===== config.mk =====
export PLATFORM = sky130hd
export DESIGN_NAME = rackbus_align
export DESIGN_NICKNAME = d
export VERILOG_FILES = /design/src/rtl/rackbus_align_pkg.sv /design/src/rtl/rackbus_align_lane.sv /design/src/rtl/rackbus_align.sv
export SDC_FILE = /design/constraint.sdc
export NUM_CORES = 1
export LEC_CHECK = 0
export ABC_AREA = 1
export BUFFER_PORTS_ARGS = -buffer_cell sky130_fd_sc_hd__buf_2
export CAP_MARGIN = 20
export CORE_ASPECT_RATIO = 1.4
export CORE_MARGIN = 1.5
export CORE_UTILIZATION = 45
export CTS_CLUSTER_SIZE = 14
export DETAILED_ROUTE_END_ITERATION = 6
export PLACE_DENSITY = 0.65
export SETUP_SLACK_MARGIN = 0.4
export SYNTH_ARGS = -nofsm -noshare
export SYNTH_HDL_FRONTEND = slang
export SYNTH_SLANG_ARGS = --single-unit

===== constraint.sdc =====
create_clock -name fast_clk -period 6.09 [get_ports fast_clk]
set_input_delay 1.827 -clock fast_clk [delete_from_list [all_inputs] [get_ports fast_clk]]
set_output_delay 1.827 -clock fast_clk [all_outputs]
set_load 0.005 [all_outputs]

===== src/rtl/rackbus_align_pkg.sv =====
// Shared types, constants and parameter-legality helpers for the rackbus
// word-alignment controller.
package rackbus_align_pkg;

  localparam int WORD_W = 12;
  localparam int CNT_W  = 8;

  localparam logic [WORD_W-1:0] DEFAULT_TRAIN_PATTERN = 12'hA5C;

  // Per-lane alignment state.
  typedef enum logic [2:0] {
    IDLE,
    CHECK,
    SLIP,
    WAIT,
    LOCKED,
    FAIL
  } lane_state_t;

  // A training word must differ from every nonzero rotation of itself,
  // otherwise a slipped lane could lock on the wrong bit boundary.
  function automatic bit pattern_ok(input logic [WORD_W-1:0] pat);
    logic [2*WORD_W-1:0] dbl;
    pattern_ok = 1'b1;
    dbl        = {pat, pat};
    for (int r = 1; r < WORD_W; r++) begin
      if (dbl[2*WORD_W-1-r -: WORD_W] == pat) pattern_ok = 1'b0;
    end
  endfunction

  function automatic bit count_ok(input int val, input int lo);
    return (val >= lo) && (val <= 255);
  endfunction

  // Counters are 8 bits and compared for equality, so every count must
  // fit in 8 bits and be nonzero.
  function automatic bit params_legal(input int                ngroups,
                                      input logic [WORD_W-1:0] pat,
                                      input int                lock_count,
                                      input int                unlock_count,
                                      input int                slip_wait,
                                      input int                max_slips);
    return (ngroups >= 1) && pattern_ok(pat) &&
           count_ok(lock_count, 2) && count_ok(unlock_count, 1) &&
           count_ok(slip_wait, 1) && count_ok(max_slips, 1);
  endfunction

endpackage


===== src/rtl/rackbus_align_lane.sv =====
// One lane of the alignment controller: searches for the training word,
// requests bitslips until locked, then monitors lock while training is on.
module rackbus_align_lane
  import rackbus_align_pkg::*;
#(
  parameter logic [WORD_W-1:0] TRAIN_PATTERN = DEFAULT_TRAIN_PATTERN,
  parameter int                LOCK_COUNT    = 16,
  parameter int                UNLOCK_COUNT  = 4,
  parameter int                SLIP_WAIT     = 8,
  parameter int                MAX_SLIPS     = 12
) (
  input  logic              clk,
  input  logic              rst_n,
  input  logic              strobe_i,
  input  logic              train_en_i,
  input  logic [WORD_W-1:0] word_i,
  output logic              bitslip_o,
  output logic              locked_o,
  output logic              fail_o,
  output logic [CNT_W-1:0]  err_cnt_o
);

  localparam logic [CNT_W-1:0] LOCK_CNT   = CNT_W'(LOCK_COUNT);
  localparam logic [CNT_W-1:0] UNLOCK_CNT = CNT_W'(UNLOCK_COUNT);
  localparam logic [CNT_W-1:0] WAIT_CNT   = CNT_W'(SLIP_WAIT);
  localparam logic [CNT_W-1:0] SLIP_MAX   = CNT_W'(MAX_SLIPS);
  localparam logic [CNT_W-1:0] ERR_SAT    = '1;

  lane_state_t      state_q, state_d;
  logic [CNT_W-1:0] match_cnt_q, match_cnt_d;
  logic [CNT_W-1:0] slip_cnt_q, slip_cnt_d;
  logic [CNT_W-1:0] wait_cnt_q, wait_cnt_d;
  logic [CNT_W-1:0] bad_cnt_q, bad_cnt_d;
  logic [CNT_W-1:0] err_cnt_q, err_cnt_d;
  logic             bitslip_q, bitslip_d;
  logic             locked_q, locked_d;
  logic             fail_q, fail_d;
  logic             is_match;

  assign is_match = (word_i == TRAIN_PATTERN);

  // Next-state, counter and registered-output logic for the lane FSM.
  always_comb begin
    // NOTE: every signal gets a default first so no path leaves one
    // unassigned; a missed assignment here would infer a latch.
    state_d     = state_q;
    match_cnt_d = match_cnt_q;
    slip_cnt_d  = slip_cnt_q;
    wait_cnt_d  = wait_cnt_q;
    bad_cnt_d   = bad_cnt_q;
    err_cnt_d   = err_cnt_q;

    unique case (state_q)
      IDLE: begin
        if (train_en_i) state_d = CHECK;
      end
      CHECK: begin
        // Dropping training wins over a strobe in the same cycle.
        if (!train_en_i) begin
          state_d = IDLE;
        end else if (strobe_i) begin
          if (is_match) begin
            match_cnt_d = match_cnt_q + 1'b1;
            if (match_cnt_d == LOCK_CNT) begin
              state_d   = LOCKED;
              bad_cnt_d = '0;
            end
          end else begin
            match_cnt_d = '0;
            state_d     = (slip_cnt_q == SLIP_MAX) ? FAIL : SLIP;
          end
        end
      end
      SLIP: begin
        if (!train_en_i) begin
          state_d = IDLE;
        end else begin
          slip_cnt_d = slip_cnt_q + 1'b1;
          wait_cnt_d = WAIT_CNT;
          state_d    = WAIT;
        end
      end
      WAIT: begin
        // Strobes here carry words still refilling the deserializer.
        if (!train_en_i) begin
          state_d = IDLE;
        end else if (strobe_i) begin
          wait_cnt_d = wait_cnt_q - 1'b1;
          if (wait_cnt_q == 8'd1) begin
            state_d     = CHECK;
            match_cnt_d = '0;
          end
        end
      end
      LOCKED: begin
        // With training off the lane carries payload, so no comparison.
        if (train_en_i && strobe_i) begin
          if (is_match) begin
            bad_cnt_d = '0;
          end else begin
            bad_cnt_d = bad_cnt_q + 1'b1;
            if (err_cnt_q != ERR_SAT) err_cnt_d = err_cnt_q + 1'b1;
            if (bad_cnt_d == UNLOCK_CNT) begin
              state_d     = CHECK;
              match_cnt_d = '0;
              slip_cnt_d  = '0;
              bad_cnt_d   = '0;
            end
          end
        end
      end
      FAIL: begin
        if (!train_en_i) state_d = IDLE;
      end
      default: state_d = IDLE;
    endcase

    // Sitting in or returning to IDLE leaves every counter clear, so a
    // fresh training run always starts from zero.
    if (state_d == IDLE) begin
      match_cnt_d = '0;
      slip_cnt_d  = '0;
      wait_cnt_d  = '0;
      bad_cnt_d   = '0;
      err_cnt_d   = '0;
    end

    bitslip_d = (state_d == SLIP);
    locked_d  = (state_d == LOCKED);
    fail_d    = (state_d == FAIL);
  end

  // State, counter and output registers; reset drops any pending slip.
  always_ff @(posedge clk or negedge rst_n) begin
    if (!rst_n) begin
      state_q     <= IDLE;
      match_cnt_q <= '0;
      slip_cnt_q  <= '0;
      wait_cnt_q  <= '0;
      bad_cnt_q   <= '0;
      err_cnt_q   <= '0;
      bitslip_q   <= 1'b0;
      locked_q    <= 1'b0;
      fail_q      <= 1'b0;
    end else begin
      // NOTE: non-blocking assignments so every flop samples the values
      // from before this edge, independent of statement order.
      state_q     <= state_d;
      match_cnt_q <= match_cnt_d;
      slip_cnt_q  <= slip_cnt_d;
      wait_cnt_q  <= wait_cnt_d;
      bad_cnt_q   <= bad_cnt_d;
      err_cnt_q   <= err_cnt_d;
      bitslip_q   <= bitslip_d;
      locked_q    <= locked_d;
      fail_q      <= fail_d;
    end
  end

  assign bitslip_o = bitslip_q;
  assign locked_o  = locked_q;
  assign fail_o    = fail_q;
  assign err_cnt_o = err_cnt_q;

endmodule


===== src/rtl/rackbus_align.sv =====
// Word-alignment controller for the rackbus input path: one independent
// alignment FSM per 12-bit lane behind the 4:3 gearbox.
module rackbus_align
  import rackbus_align_pkg::*;
#(
  parameter int                NGROUPS       = 2,
  parameter logic [WORD_W-1:0] TRAIN_PATTERN = DEFAULT_TRAIN_PATTERN,
  parameter int                LOCK_COUNT    = 16,
  parameter int                UNLOCK_COUNT  = 4,
  parameter int                SLIP_WAIT     = 8,
  parameter int                MAX_SLIPS     = 12
) (
  input  logic                      fast_clk,
  input  logic                      fast_rst_n,
  input  logic [3:0]                fast_phase_i,
  input  logic [NGROUPS*WORD_W-1:0] fast_par_i,
  input  logic                      train_en_i,
  output logic [NGROUPS-1:0]        bitslip_o,
  output logic [NGROUPS-1:0]        lane_locked_o,
  output logic                      all_locked_o,
  output logic [NGROUPS-1:0]        align_fail_o,
  output logic [NGROUPS*CNT_W-1:0]  err_cnt_o
);

  if (!params_legal(NGROUPS, TRAIN_PATTERN, LOCK_COUNT, UNLOCK_COUNT,
                    SLIP_WAIT, MAX_SLIPS)) begin : g_bad_params
    $error("rackbus_align: illegal parameter set");
  end

  // A new gearbox word is valid on phase 2; the other phases are unused.
  logic word_strobe;
  logic unused_phase;

  assign word_strobe  = fast_phase_i[2];
  assign unused_phase = ^{fast_phase_i[3], fast_phase_i[1:0]};

  for (genvar g = 0; g < NGROUPS; g++) begin : g_lane
    rackbus_align_lane #(
      .TRAIN_PATTERN (TRAIN_PATTERN),
      .LOCK_COUNT    (LOCK_COUNT),
      .UNLOCK_COUNT  (UNLOCK_COUNT),
      .SLIP_WAIT     (SLIP_WAIT),
      .MAX_SLIPS     (MAX_SLIPS)
    ) u_lane (
      .clk        (fast_clk),
      .rst_n      (fast_rst_n),
      .strobe_i   (word_strobe),
      .train_en_i (train_en_i),
      .word_i     (fast_par_i[WORD_W*g +: WORD_W]),
      .bitslip_o  (bitslip_o[g]),
      .locked_o   (lane_locked_o[g]),
      .fail_o     (align_fail_o[g]),
      .err_cnt_o  (err_cnt_o[CNT_W*g +: CNT_W])
    );
  end

  assign all_locked_o = &lane_locked_o;

endmodule


== Word-level counts from Yosys, hierarchy flattened ==
Cells that the tools add are included.

* Flip-flop bits (word level): 92

* $add $sub $neg: 10
* Eq/ne operators: 52
* Muxes and demuxes: 94
* Reductions and logical operators: 30

{| class="wikitable"
|+ Operators by type and width
! cell !! count
|-
| 2-to-1 mux 8 bit || 57
|-
| one-hot mux 8 bit (2 select lines) || 6
|-
| 2-to-1 mux 3 bit || 26
|-
| adder 8 x 1 -> 8 bit, second input constant || 8
|-
| one-hot mux 8 bit (3 select lines) || 2
|-
| one-hot mux 3 bit (6 select lines) || 2
|-
| != test 3 x 2 -> 1 bit, second input constant || 11
|-
| != test 3 x 1 -> 1 bit, second input constant || 9
|-
| == test 12 bit, second input constant || 2
|-
| == test 3 bit, second input constant || 8
|-
| == test 3 x 2 -> 1 bit, second input constant || 6
|-
| AND reduction 9 bit || 2
|-
| nonzero test 3 bit || 6
|-
| == test 8 x 1 -> 1 bit, second input constant || 2
|-
| == test 8 x 3 -> 1 bit, second input constant || 2
|-
| == test 8 x 4 -> 1 bit, second input constant || 2
|-
| == test 8 x 5 -> 1 bit, second input constant || 2
|-
| != test 8 bit, second input constant || 2
|-
| AND reduction 4 bit || 4
|-
| subtractor 8 x 1 -> 8 bit, second input constant || 2
|-
| logical NOT 3 bit || 4
|-
| AND reduction 6 bit || 2
|-
| nonzero test 2 bit || 6
|-
| AND reduction 5 bit || 2
|-
| 7 further kinds || 11
|}

== Longest topological paths before layout ==
* Word-level depth: 10
* Depth in mapped cells: 19
* Mapped depth without buffers: 18

== Hierarchy ==
From an unflattened synthesis, not the netlist that was laid out.

* Cells, all modules: 871
* Area, all modules: 6,177.2 µm²

{| class="wikitable"
|+ By module, submodules not included
! module !! instances !! cells each !! area an instance (µm²)
|-
| rackbus_align_lane at g_lane[0].u_lane || 1 || 439 || 3,130.5
|-
| rackbus_align_lane at g_lane[1].u_lane || 1 || 430 || 3,039.2
|-
| rackbus_align || 1 || 2 || 7.5
|}

== Worst setup path before layout ==
OpenSTA, ideal clock, no wires.

* Path type: input to register
* Start point: input fast_par_i[5]
* End point: register g_lane[0].u_lane.bad_cnt_q[2]
* Arrival: 3,547 ps
* Required time: 5,973 ps
* Setup slack: 2,425 ps
* Stages on the path: 17
* Path buffers: 1
* Cell sequence: inv_1 nand2_1 nor2_1 nand2_1 nor2_1 inv_1 o41ai_1 nand2_1 nand2_1 nand2_1 nand2_1 nand2_4 buf_6 a21oi_4 nand2_4 nand2_1 nand2_1

* Cells in the longest elaborated chain, start to end: 8

{| class="wikitable"
|+ Ends and longest elaborated chain
! element !! RTL line !! text
|-
| start, declared || rackbus_align.sv:16 || <nowiki>input logic [NGROUPS*WORD_W-1:0] fast_par_i,</nowiki>
|-
| == test 12 bit * || rackbus_align_lane.sv:40 || <nowiki>assign is_match = (word_i == TRAIN_PATTERN);</nowiki>
|-
| 2-to-1 mux 3 bit || rackbus_align_lane.sv:62 || <nowiki>if (is_match) begin</nowiki>
|-
| 2-to-1 mux 3 bit || rackbus_align_lane.sv:61 || <nowiki>end else if (strobe_i) begin</nowiki>
|-
| 2-to-1 mux 3 bit || rackbus_align_lane.sv:59 || <nowiki>if (!train_en_i) begin</nowiki>
|-
| one-hot mux 3 bit (6 select lines) || rackbus_align_lane.sv:53 || <nowiki>unique case (state_q)</nowiki>
|-
| logical NOT 3 bit || rackbus_align_lane.sv:120 || <nowiki>if (state_d == IDLE) begin</nowiki>
|-
| != test 3 x 1 -> 1 bit (no line), or another cell as far along || n/a ||
|-
| AND reduction 6 bit (no line) || n/a ||
|-
| end signal, assigned || rackbus_align_lane.sv:152 || <nowiki>bad_cnt_q <= bad_cnt_d;</nowiki>
|-
| end, declared || rackbus_align_lane.sv:33 || <nowiki>logic [CNT_W-1:0] bad_cnt_q, bad_cnt_d;</nowiki>
|}

Every way passes the cells marked *; elsewhere a longest branch is shown, timed or not. The select of a mux whose other input is x is not followed.
A chain may end at the register's enable or synchronous reset.

== Worst setup path after layout ==
* Start point: input fast_par_i[20]
* End point: register g_lane[1].u_lane.match_cnt_q[3]

* Cells in the longest elaborated chain, start to end: 8

{| class="wikitable"
|+ Ends and longest elaborated chain
! element !! RTL line !! text
|-
| == test 12 bit * || rackbus_align_lane.sv:40 ||
|-
| 2-to-1 mux 3 bit || rackbus_align_lane.sv:62 ||
|-
| 2-to-1 mux 3 bit || rackbus_align_lane.sv:61 ||
|-
| 2-to-1 mux 3 bit || rackbus_align_lane.sv:59 ||
|-
| one-hot mux 3 bit (6 select lines) * || rackbus_align_lane.sv:53 ||
|-
| via g_lane[1].u_lane.state_d[2] || rackbus_align_lane.sv:29 || <nowiki>lane_state_t state_q, state_d;</nowiki>
|-
| logical NOT 3 bit * || rackbus_align_lane.sv:120 ||
|-
| != test 3 x 1 -> 1 bit (no line), or another cell as far along || n/a ||
|-
| AND reduction 9 bit (no line) || n/a ||
|-
| end signal, assigned || rackbus_align_lane.sv:149 || <nowiki>match_cnt_q <= match_cnt_d;</nowiki>
|-
| end, declared || rackbus_align_lane.sv:30 || <nowiki>logic [CNT_W-1:0] match_cnt_q, match_cnt_d;</nowiki>
|}

Mark *: on every way through the listed nets, which the timed path passes. The rest lies on a longest branch. The select of a mux whose other input is x is not followed.

==> results.sh <==
export IMPL_start_util_pct=45.9
export IMPL_grt_max_degree=48
export IMPL_cts_max_level=3
export IMPL_multi_input_area_um2=3200
export IMPL_cts_sinks=92
export IMPL_grtUsageTotal_pct=20.5
export IMPL_netlist_instances=884
export IMPL_grt_pass1_vias=5318
export IMPL_layout_nets=968
export IMPL_dp_slack_ns=1.40
export IMPL_coreArea_um2=13300
export IMPL_wl_met3_um=292
export IMPL_drtPass1Iterations=6
export IMPL_cpPeakStageDelay_ns=0.49
export IMPL_cp_end_kind="flop"
export IMPL_ys_warn_count=0
export IMPL_met1_length_um=6240
export IMPL_via_per_inst=5.03
export IMPL_startpoint_type="input port"
export IMPL_io_pins=54
export IMPL_wl_um=13700
export IMPL_overflow=0
export IMPL_clk_pin_slew_worst_paths_ns=0.06
export IMPL_syn_to_final_growth_pct=10.8
export IMPL_min_period_ns=4.28
export IMPL_seqCellArea_um2=2300
export IMPL_cts_inserted_buffers=9
export IMPL_rows=50
export IMPL_hp_class="flop to flop"
export IMPL_path_buf_inv=3
export IMPL_ys_ff_latch=92
export IMPL_drive_gt1_share_pct=10.5
export IMPL_skew_ns=0.00528
export IMPL_path_common_cell="nand2_1"
export IMPL_relSlewSlack_pct=37.5
export IMPL_grt_pass1_wl_um=23900
export IMPL_wl_per_cell_um=12.4
export IMPL_finalMaxSlewViolations=0
export IMPL_cts_hold_buf=0
export IMPL_status="completed"
export IMPL_post_cts_setup_buffers=0
export IMPL_p_leak_nw=3.33
export IMPL_globalplace_congestion=0.861
export IMPL_total_power_mw=1.62
export IMPL_tightest_slew_ns=0.930
export IMPL_fin_crit_sh_pct=70.2
export IMPL_path_cells="buf_2, nor3_1, nand3_1, nand2_1, inv_1, nor2_1, nand2_1, nand3_1, nor2_1, nand2_1, buf_4, nand2_1, nor2_1, nor2_4, nand2_1, nand2_1"
export IMPL_postLayoutCoreUtil_pct=50.9
export IMPL_syn_avg_cell_area_um2=6.92
export IMPL_n_antenna_cell=0
export IMPL_setup_viol=0
export IMPL_place_inst=1093
export IMPL_fillCellCount=1396
export IMPL_antenna_found_initial=0
export IMPL_io_buffers=50
export IMPL_synth_area_um2=6120
export IMPL_die_area_um2=14300
export IMPL_critPathSlowestCell="nand3_1"
export IMPL_maxCapViolCount=0
export IMPL_drc=0
export IMPL_arrival_ns=4.50
export IMPL_vias=5585
export IMPL_path_max_fanout=20
export IMPL_p_per_area_nw_per_um2=239
export IMPL_dp_hpwl_um=10000
export IMPL_final_cell_mix="233 x nand2_1, 124 x inv_1, 108 x nor2_1, 92 x dfrtp_1, 72 x nand3_1"
export IMPL_cpLargestDelayFamily="simple AND/OR/NAND/NOR gates"
export IMPL_synth_seq_area_share_pct=37.6
export IMPL_cts_root_buf="clkbuf_16"
export IMPL_clock_fmax_mhz=234
export IMPL_ir_drop_mv=0.120
export IMPL_required_ns=6.31
export IMPL_die_x_um=102
export IMPL_final_common_cell="nand2_1"
export IMPL_clk_latency_ns=0.34
export IMPL_ant_nets=0
export IMPL_rsz0062_at_grt="false"
export IMPL_die_h_um=141
export IMPL_fin_tns_setup_ns=0
export IMPL_synth_cell_types=40
export IMPL_clockBufferDepth=2
export IMPL_syn_nets=929
export IMPL_drt_iter0_markers=234
export IMPL_cts_tree="yes"
export IMPL_layout_cells_non_filler=1110
export IMPL_setup_slack_ns=1.81
export IMPL_wl_met2_um=6830
export IMPL_worstSetupPathType="input port to flop"
export IMPL_topRoutingLayerUsed="met4"
export IMPL_ctsResizeCount=0
export IMPL_final_hold_violation_count=0
[worst reg2reg max path, delay by kind of cell (launching register included)]
kind	cells	cell delay, ns
simple gates	8	1.93
flops	1	0.46
buf+inv	2	0.47
compound gates	2	0.34
[registers in the layout (all words and copies together), names as in the netlist]
name,flops
g_lane.u_lane.wait_cnt_q,16
g_lane.u_lane.match_cnt_q,16
g_lane.u_lane.bitslip_o,2
g_lane.u_lane.slip_cnt_q,16
g_lane.u_lane.state_q,6
g_lane.u_lane.locked_o,2
g_lane.u_lane.bad_cnt_q,16
g_lane.u_lane.err_cnt_o,16
g_lane.u_lane.fail_o,2
[metal layers]
metal	vias up	global-route usage, %
li1	2918	-
met1	2572	25.4
met2	73	35.8
met3	22	2.53
met4	0	7.82
met5	-	0
[kinds of logic after synthesis]
| logic type | share of synthesized area, % |
|---|---|
| flops | 37.6 |
| fa+ha+maj | 2.86 |
| simple gates | 37.3 |
| buf+inv | 10.1 |
| compound gates | 8.98 |
| xor+xnor | 3.15 |
[path summary, 6_finish.rpt]
kind | startpoint | endpoint | slack, ns | depth (start not counted)
max | fast_par_i[20] | g_lane[1].u_lane.match_cnt_q[3] | 1.81 | 16
min | g_lane[0].u_lane.bad_cnt_q[7] | g_lane[0].u_lane.bad_cnt_q[7] | 0.51 | 2
max reg2reg | g_lane[0].u_lane.state_q[1] | g_lane[0].u_lane.slip_cnt_q[7] | 2.80 | 12
min reg2reg | g_lane[0].u_lane.bad_cnt_q[7] | g_lane[0].u_lane.bad_cnt_q[7] | 0.51 | 2
max in group asynchronous | fast_rst_n | g_lane[0].u_lane.wait_cnt_q[0] | 3.60 | 2
min in group asynchronous | fast_rst_n | g_lane[1].u_lane.bad_cnt_q[4] | 1.48 | 1
[report_power, final]
group / internal (mW) / leakage [nW] / switching [mW]
registers: 0.642 / 1.27 / 0.0291
logic: 0.104 / 1.91 / 0.275
clock network: 0.331 / 0.146 / 0.240
total: 1.08 / 3.33 / 0.544
[cell usage after synthesis (all sizes together)]
| cell type | n | area, um^2 |
|---|---|---|
| nor2 | 115 | 468 |
| clkbuf | 5 | 18.8 |
| inv | 125 | 469 |
| xor2 | 17 | 149 |
| xnor2 | 5 | 43.8 |
| buf | 20 | 129 |
| nand2 | 237 | 915 |
| or2 | 5 | 31.3 |
| nand3b | 3 | 22.5 |
| ha | 14 | 175 |
| nor3b | 3 | 22.5 |
| o21bai | 2 | 15.0 |
| o21ai | 61 | 317 |
| o41ai | 1 | 8.76 |
| a31oi | 1 | 6.26 |
| o31ai | 2 | 15.0 |
| nor4 | 8 | 50.1 |
| o22ai | 1 | 6.26 |
| nand3 | 78 | 435 |
| nor3 | 21 | 105 |
| a21oi | 27 | 146 |
| o21a | 2 | 15.0 |
| dfrtp | 92 | 2300 |
| nand4 | 37 | 231 |
| o211ai | 2 | 20.0 |
[cell type report]
cell class                 instances  area share [%]
clock buffer                      11            3.58
clock inverter                     5           0.886
inverter                         125            6.92
multi-input combinational        642            47.3
sequential                        92            34.0
tap                              182            3.36
timing repair buffer              53            4.02
[metrics by stage]
stage | cell area, um^2 | hold slack [ns]
final | 6780 | 0.507
after floorplan | 6120 | 0.464
after CTS | 6770 | 0.511
after global routing | 6780 | 0.524
after global placement | 6470 | 0.483
after detailed placement | 6470 | 0.496
Note: power is estimated with default switching activity, not from simulation.
